### config.mk
export PLATFORM = sky130hd
export DESIGN_NAME = msi_cache_ctrl
export DESIGN_NICKNAME = d
export VERILOG_FILES = /design/src/rtl/msi_pkg.sv /design/src/rtl/msi_timeout_ctr.sv /design/src/rtl/msi_cache_ctrl.sv
export SDC_FILE = /design/constraint.sdc
export NUM_CORES = 1
export LEC_CHECK = 0
export CAP_MARGIN = 20
export CELL_PAD_IN_SITES_DETAIL_PLACEMENT = 1
export CELL_PAD_IN_SITES_GLOBAL_PLACEMENT = 2
export CORE_AREA = 2 2 51 65
export CTS_CLUSTER_DIAMETER = 30
export DETAILED_ROUTE_END_ITERATION = 10
export DIE_AREA = 0 0 53 67
export MAX_ROUTING_LAYER = met4
export PLACE_DENSITY_LB_ADDON = 0.1
export SETUP_SLACK_MARGIN = 0.5
export SYNTH_ARGS = -nofsm -noshare
export SYNTH_HDL_FRONTEND = slang
export SYNTH_SLANG_ARGS = --single-unit
### constraint.sdc
create_clock -name clk -period 3.4 [get_ports clk]
set_clock_uncertainty 0.15 [all_clocks]
set_input_delay 0.68 -clock clk [delete_from_list [all_inputs] [get_ports clk]]
set_output_delay 0.68 -clock clk [all_outputs]
set_load 0.01 [all_outputs]
### src/rtl/msi_pkg.sv
// Shared encodings for the MSI cache controller: datapath op codes,
// line state codes and the controller state enum.
package msi_pkg;

  localparam logic [1:0] FUNC_PRD = 2'b00;
  localparam logic [1:0] FUNC_PWR = 2'b01;
  localparam logic [1:0] FUNC_BRD = 2'b10;
  localparam logic [1:0] FUNC_BWR = 2'b11;

  localparam logic [1:0] ST_M = 2'b11;
  localparam logic [1:0] ST_S = 2'b10;
  localparam logic [1:0] ST_I = 2'b00;

  typedef enum logic [2:0] {
    S_IDLE   = 3'd0,
    S_LOOKUP = 3'd1,
    S_ARB    = 3'd2,
    S_WB     = 3'd3,
    S_FILL   = 3'd4,
    S_WRITE  = 3'd5,
    S_RESP   = 3'd6,
    S_ERR    = 3'd7
  } ctrl_state_t;

  // States in which the controller waits on memory and the timeout runs.
  function automatic logic is_mem_state(input ctrl_state_t s);
    return (s == S_WB) || (s == S_FILL);
  endfunction

endpackage

### src/rtl/msi_timeout_ctr.sv
// Memory-wait watchdog: clear has priority over enable, tc flags the
// terminal count so the controller can abort a stuck bus transfer.
module msi_timeout_ctr #(
  parameter int CW       = 5,
  parameter int TERMINAL = 15
) (
  input  logic clk,
  input  logic reset,
  input  logic clear,
  input  logic enable,
  output logic tc
);

  logic [CW-1:0] count_reg;

  always_ff @(posedge clk or posedge reset) begin
    if (reset) begin
      count_reg <= '0;
    end else if (clear) begin
      count_reg <= '0;
    end else if (enable) begin
      count_reg <= count_reg + 1'b1;
    end
  end

  assign tc = (count_reg == CW'(TERMINAL));

endmodule

### src/rtl/msi_cache_ctrl.sv
// Per-cache MSI controller FSM: looks up CPU requests, arbitrates for the
// shared bus on a miss or S->M upgrade, writes back / fills, then acks.
module msi_cache_ctrl
  import msi_pkg::*;
#(
  parameter int MEM_TIMEOUT = 16,
  parameter int CW          = 5
) (
  input  logic       clk,
  input  logic       reset,
  input  logic       cpu_req,
  input  logic       cpu_we,
  output logic       cpu_ack,
  output logic       cpu_err,
  input  logic       read_hit,
  input  logic       write_hit,
  input  logic [1:0] stat,
  output logic       bus_req,
  input  logic       bus_grant,
  input  logic       mem_ready,
  output logic [1:0] func,
  output logic       snoop_out,
  output logic       busy
);

  ctrl_state_t state_reg, state_next;
  logic        we_reg, we_next;
  logic        upg_reg, upg_next;
  logic        owned_reg, owned_next;
  logic        stall;
  logic        tmr_clear;
  logic        tmr_enable;
  logic        tmr_tc;

  msi_timeout_ctr #(
    .CW       (CW),
    .TERMINAL (MEM_TIMEOUT - 1)
  ) u_timeout (
    .clk    (clk),
    .reset  (reset),
    .clear  (tmr_clear),
    .enable (tmr_enable),
    .tc     (tmr_tc)
  );

  always_ff @(posedge clk or posedge reset) begin
    if (reset) begin
      state_reg <= S_IDLE;
      we_reg    <= 1'b0;
      upg_reg   <= 1'b0;
      owned_reg <= 1'b0;
    end else begin
      state_reg <= state_next;
      we_reg    <= we_next;
      upg_reg   <= upg_next;
      owned_reg <= owned_next;
    end
  end

  // Losing the grant while we own the bus freezes any bus-side datapath op.
  assign stall      = owned_reg && !bus_grant;
  assign tmr_enable = is_mem_state(state_reg);
  assign tmr_clear  = is_mem_state(state_next) && (state_next != state_reg);
  assign busy       = (state_reg != S_IDLE);

  always_comb begin
    state_next = state_reg;
    we_next    = we_reg;
    upg_next   = upg_reg;
    owned_next = owned_reg;
    func       = FUNC_PRD;
    cpu_ack    = 1'b0;
    cpu_err    = 1'b0;
    bus_req    = 1'b0;
    snoop_out  = 1'b0;

    case (state_reg)
      S_IDLE: begin
        owned_next = 1'b0;
        upg_next   = 1'b0;
        if (cpu_req) begin
          we_next    = cpu_we;
          state_next = S_LOOKUP;
        end
      end

      S_LOOKUP: begin
        bus_req = owned_reg;
        if (!we_reg && read_hit) begin
          state_next = S_RESP;
        end else if (we_reg && write_hit) begin
          state_next = S_WRITE;
        end else begin
          upg_next   = we_reg && read_hit;
          state_next = S_ARB;
        end
      end

      S_ARB: begin
        bus_req = 1'b1;
        if (bus_grant) begin
          owned_next = 1'b1;
          if (upg_reg) begin
            state_next = S_WRITE;
          end else if (stat == ST_M) begin
            state_next = S_WB;
          end else begin
            state_next = S_FILL;
          end
        end
      end

      S_WB: begin
        bus_req = 1'b1;
        func    = stall ? FUNC_PRD : FUNC_BWR;
        if (!stall && mem_ready) begin
          state_next = S_FILL;
        end else if (tmr_tc) begin
          state_next = S_ERR;
        end
      end

      S_FILL: begin
        bus_req   = 1'b1;
        func      = stall ? FUNC_PRD : FUNC_BRD;
        snoop_out = !stall;
        if (!stall && mem_ready) begin
          state_next = S_LOOKUP;
        end else if (tmr_tc) begin
          state_next = S_ERR;
        end
      end

      S_WRITE: begin
        bus_req = owned_reg;
        if (!stall) begin
          func       = FUNC_PWR;
          state_next = S_RESP;
        end
      end

      S_RESP: begin
        bus_req    = owned_reg;
        cpu_ack    = 1'b1;
        state_next = S_IDLE;
      end

      S_ERR: begin
        cpu_ack    = 1'b1;
        cpu_err    = 1'b1;
        owned_next = 1'b0;
        state_next = S_IDLE;
      end

      default: begin
        state_next = S_IDLE;
      end
    endcase
  end

endmodule
==> run metrics <==
layout cell share with drive strength beyond 1 16.9%; grt ovf 0; chip height 67 µm; clock share of power 9.6%; Core Area 2890 µm²; met2 Use GR 22.7%; Crit path buffers/inverters 1; initial antenna violation count 0; Avg Synthesized Cell Area 8.31 µm²; Worst R2R Setup Slack 0.85 ns; Arr. time, crit path 1.97 ns; critical path required time 2.57 ns; XOR/XNOR Fraction of Synth Area 3.33%; vias in the first global route 730; WL final 2040 µm; CP delay by family, top flip-flops; Post-DP Area 997 µm²; vias per cell 4.95; total chip power 0.000909 W; final instance area 1060 µm²; max-slew violation count 0; Antenna diodes 0; type of origin of the critical path flop; Clk Latency, worst-skew pair 0.26 ns; Least-Margin Pin Slew 0.421 ns; HP Start upg_reg; Achievable Freq 358 MHz; crit-path max cell delay 0.58 ns; min Tclk post-route 2.80 ns; CTS tree built; CP endpoint kind output port; reg-to-reg endpoint u_timeout.count_reg[2]; Clock H-tree levels 1; Leak 0.456 nW; Yosys reg bits 11; Max-slew headroom 71.9%; GRT Total Usage 13.2%; Synth Area in Simple Gates 31.7%; via count 762; Final HPWL DP 1670 µm; RSZ-0062 raised after global routing false; Hold Crit Class reg2reg; largest net degree at the start of global routing 16; DRC violations left 0; hold path cells 1; I/O Pins 17; post-synthesis cell type count 35; die area 3550 µm²; row cnt 22; first-pass GRT wire length 3330 µm; P_int 0.000507 W; Switch Pwr 0.000402 W; max FFs per register 5; TritonCTS Buffers 3; grt peak-use layer met2; Worst Hold Path EP upg_reg; crit share post-route 82.2%; Pwr per Cell Area 855 nW/µm²; crit-path max FO 11; Final Hold Vio Count 0; Area Overhead vs Synth 34.5%; Layout Nets 131; input/output buffers 16; mux share of post-synthesis cell area 3.96%; Reg clk slew, reported paths 0.06 ns; Final ANT Viol Nets 0; largest family of logic cells by synthesized area simple AND/OR/NAND/NOR gates; status complete, no violations; sequential area share after synthesis 34.9%; average wire per standard cell 13.2 µm; Synth Net Count 107; post-synthesis compound-gate area fraction 18.5%; synthesized instance count 95; Syn. warnings 0; launch point of the worst reg-to-reg path u_timeout.count_reg[0]; max cap viols 0; met1 Use GR 16.1%; setup tns final 0 ns; DRT Pass-1 Iters 2; FF-to-FF path depth 8; Die Wd 53 µm; final count of negative-setup-slack endpoints 0; fillers 364; crit path kind reg2out; CTS Root Cell clkbuf_4; worst path cell trace nand3b_2 > a21boi_2 > nor2_1 > clkdlybuf4s50_1; CTS Buffer Depth 2; Initial Utilization 27.3%; Sink Count 11; logic gate share of total power 59.2%; Peak VDD IR 0.337 mV; gpl congestion 0.752; CP max-delay cell dfrtp_1; Reg power frac 31.2%; switching part of the total power 44.3%; met3 Use GR 0.673%; final design utilization 36.8%; initial drt markers 4; Synth Area in Adders 3.17%; cell area after synthesis 790 µm²
[power groups by stage]
stage	sequential (W)	combinational, W	clock, W
3_5_place_dp	0.000293	0.000506	0
2_1_floorplan	0.000237	0.000367	0
4_1_cts	0.000294	0.000510	0.0000895
5_1_grt	0.000296	0.000599	0.0000955
3_3_place_gp	0.000293	0.000494	0
6_report	0.000283	0.000538	0.0000868
[stage by stage]
stage | std cells | hold slack [ns] | setup slack (ns)
finish | 154 | 0.395 | 0.604
global route | 154 | 0.427 | 0.501
CTS | 150 | 0.401 | 0.504
detailed placement | 146 | 0.378 | 0.313
global placement | 146 | 0.377 | 0.340
floorplan | 95 | 0.330 | 1.09
[final cells by class]
class                           count  area [µm²]  share of cell area (%)
Sequential cell                    11         278                    26.1
Clock buffer                        4        26.3                    2.47
Timing Repair Buffer               22         204                    19.2
Inverter                            6        22.5                    2.12
Multi-Input combinational cell     75         487                    45.8
Tap cell                           36        45.0                    4.24
[placed cells by master, fill, tap and decap left out, types with 2 or more instances in the layout]
cell type	n
ha_1	2
dfrtp_2	2
nor3_1	8
inv_1	5
o21ai_0	4
nor2_1	6
a21oi_1	11
nand3_1	3
clkbuf_4	3
and3_1	2
buf_4	6
clkdlybuf4s50_1	15
dfrtp_1	9
nand2_1	9
mux2i_1	2
or3_1	2
nand4_1	2
xor2_1	3
a211oi_1	3
[worst max path at each step]
stage / startpoint / to / slack [ns] / depth (start not counted)
2_1_floorplan: u_timeout.count_reg[0] / u_timeout.count_reg[0] / 1.09 / 8
3_3_place_gp: bus_grant / func[0] / 0.34 / 5
3_5_place_dp: bus_grant / func[0] / 0.31 / 5
4_1_cts: state_reg[1] / func[1] / 0.50 / 4
5_1_grt: state_reg[0] / func[1] / 0.50 / 4
6_report: state_reg[0] / func[1] / 0.60 / 4
[cells in the mapped netlist (all sizes together)]
| cell type | count | share of area, % |
|---|---|---|
| a211oi | 3 | 2.9 |
| a21boi | 1 | 1.4 |
| a21o | 1 | 0.95 |
| a21oi | 11 | 7.0 |
| a22o | 1 | 1.1 |
| a22oi | 1 | 0.95 |
| a31oi | 1 | 0.79 |
| and2 | 1 | 0.79 |
| and3 | 2 | 1.6 |
| and4 | 1 | 1.4 |
| buf | 1 | 0.63 |
| clkbuf | 2 | 0.95 |
| dfrtp | 11 | 35 |
| ha | 2 | 3.2 |
| inv | 6 | 2.9 |
| mux2 | 1 | 1.4 |
| mux2i | 2 | 2.5 |
| nand2 | 9 | 4.3 |
| nand2b | 2 | 1.6 |
| nand3 | 3 | 1.9 |
| nand3b | 2 | 2.4 |
| nand4 | 2 | 1.6 |
| nor2 | 7 | 3.6 |
| nor2b | 1 | 0.79 |
| nor3 | 8 | 5.1 |
| nor3b | 1 | 0.95 |
| nor4 | 1 | 2.7 |
| o21a | 1 | 0.95 |
| o21ai | 4 | 2.5 |
| or3 | 2 | 1.6 |
| or4 | 1 | 1.4 |
| xor2 | 3 | 3.3 |
[routing by layer]
metal / vias to the layer above / part of all wire (%)
met5: - / 0
met4: 0 / 0.59
met3: 2 / 2.7
met2: 13 / 54
met1: 361 / 43
li1: 386 / -
[repair_timing]
item                       CTS  global route
setup endpoints to repair    3             1
hold buffers                 0             0
resized for setup            3             1
setup buffers                0             4
[logic make-up (layout without fill, tap and decap cells)]
kind of cell,count (synthesis),in the layout
AO/OA/AOI/OAI,24,24
XOR/XNOR,3,3
adder cells (fa/ha/maj),2,2
buffers and inverters,9,32
flip-flops,11,11
multiplexers,3,3
AND/OR/NAND/NOR,43,43
(Power assumes the default switching activity.)
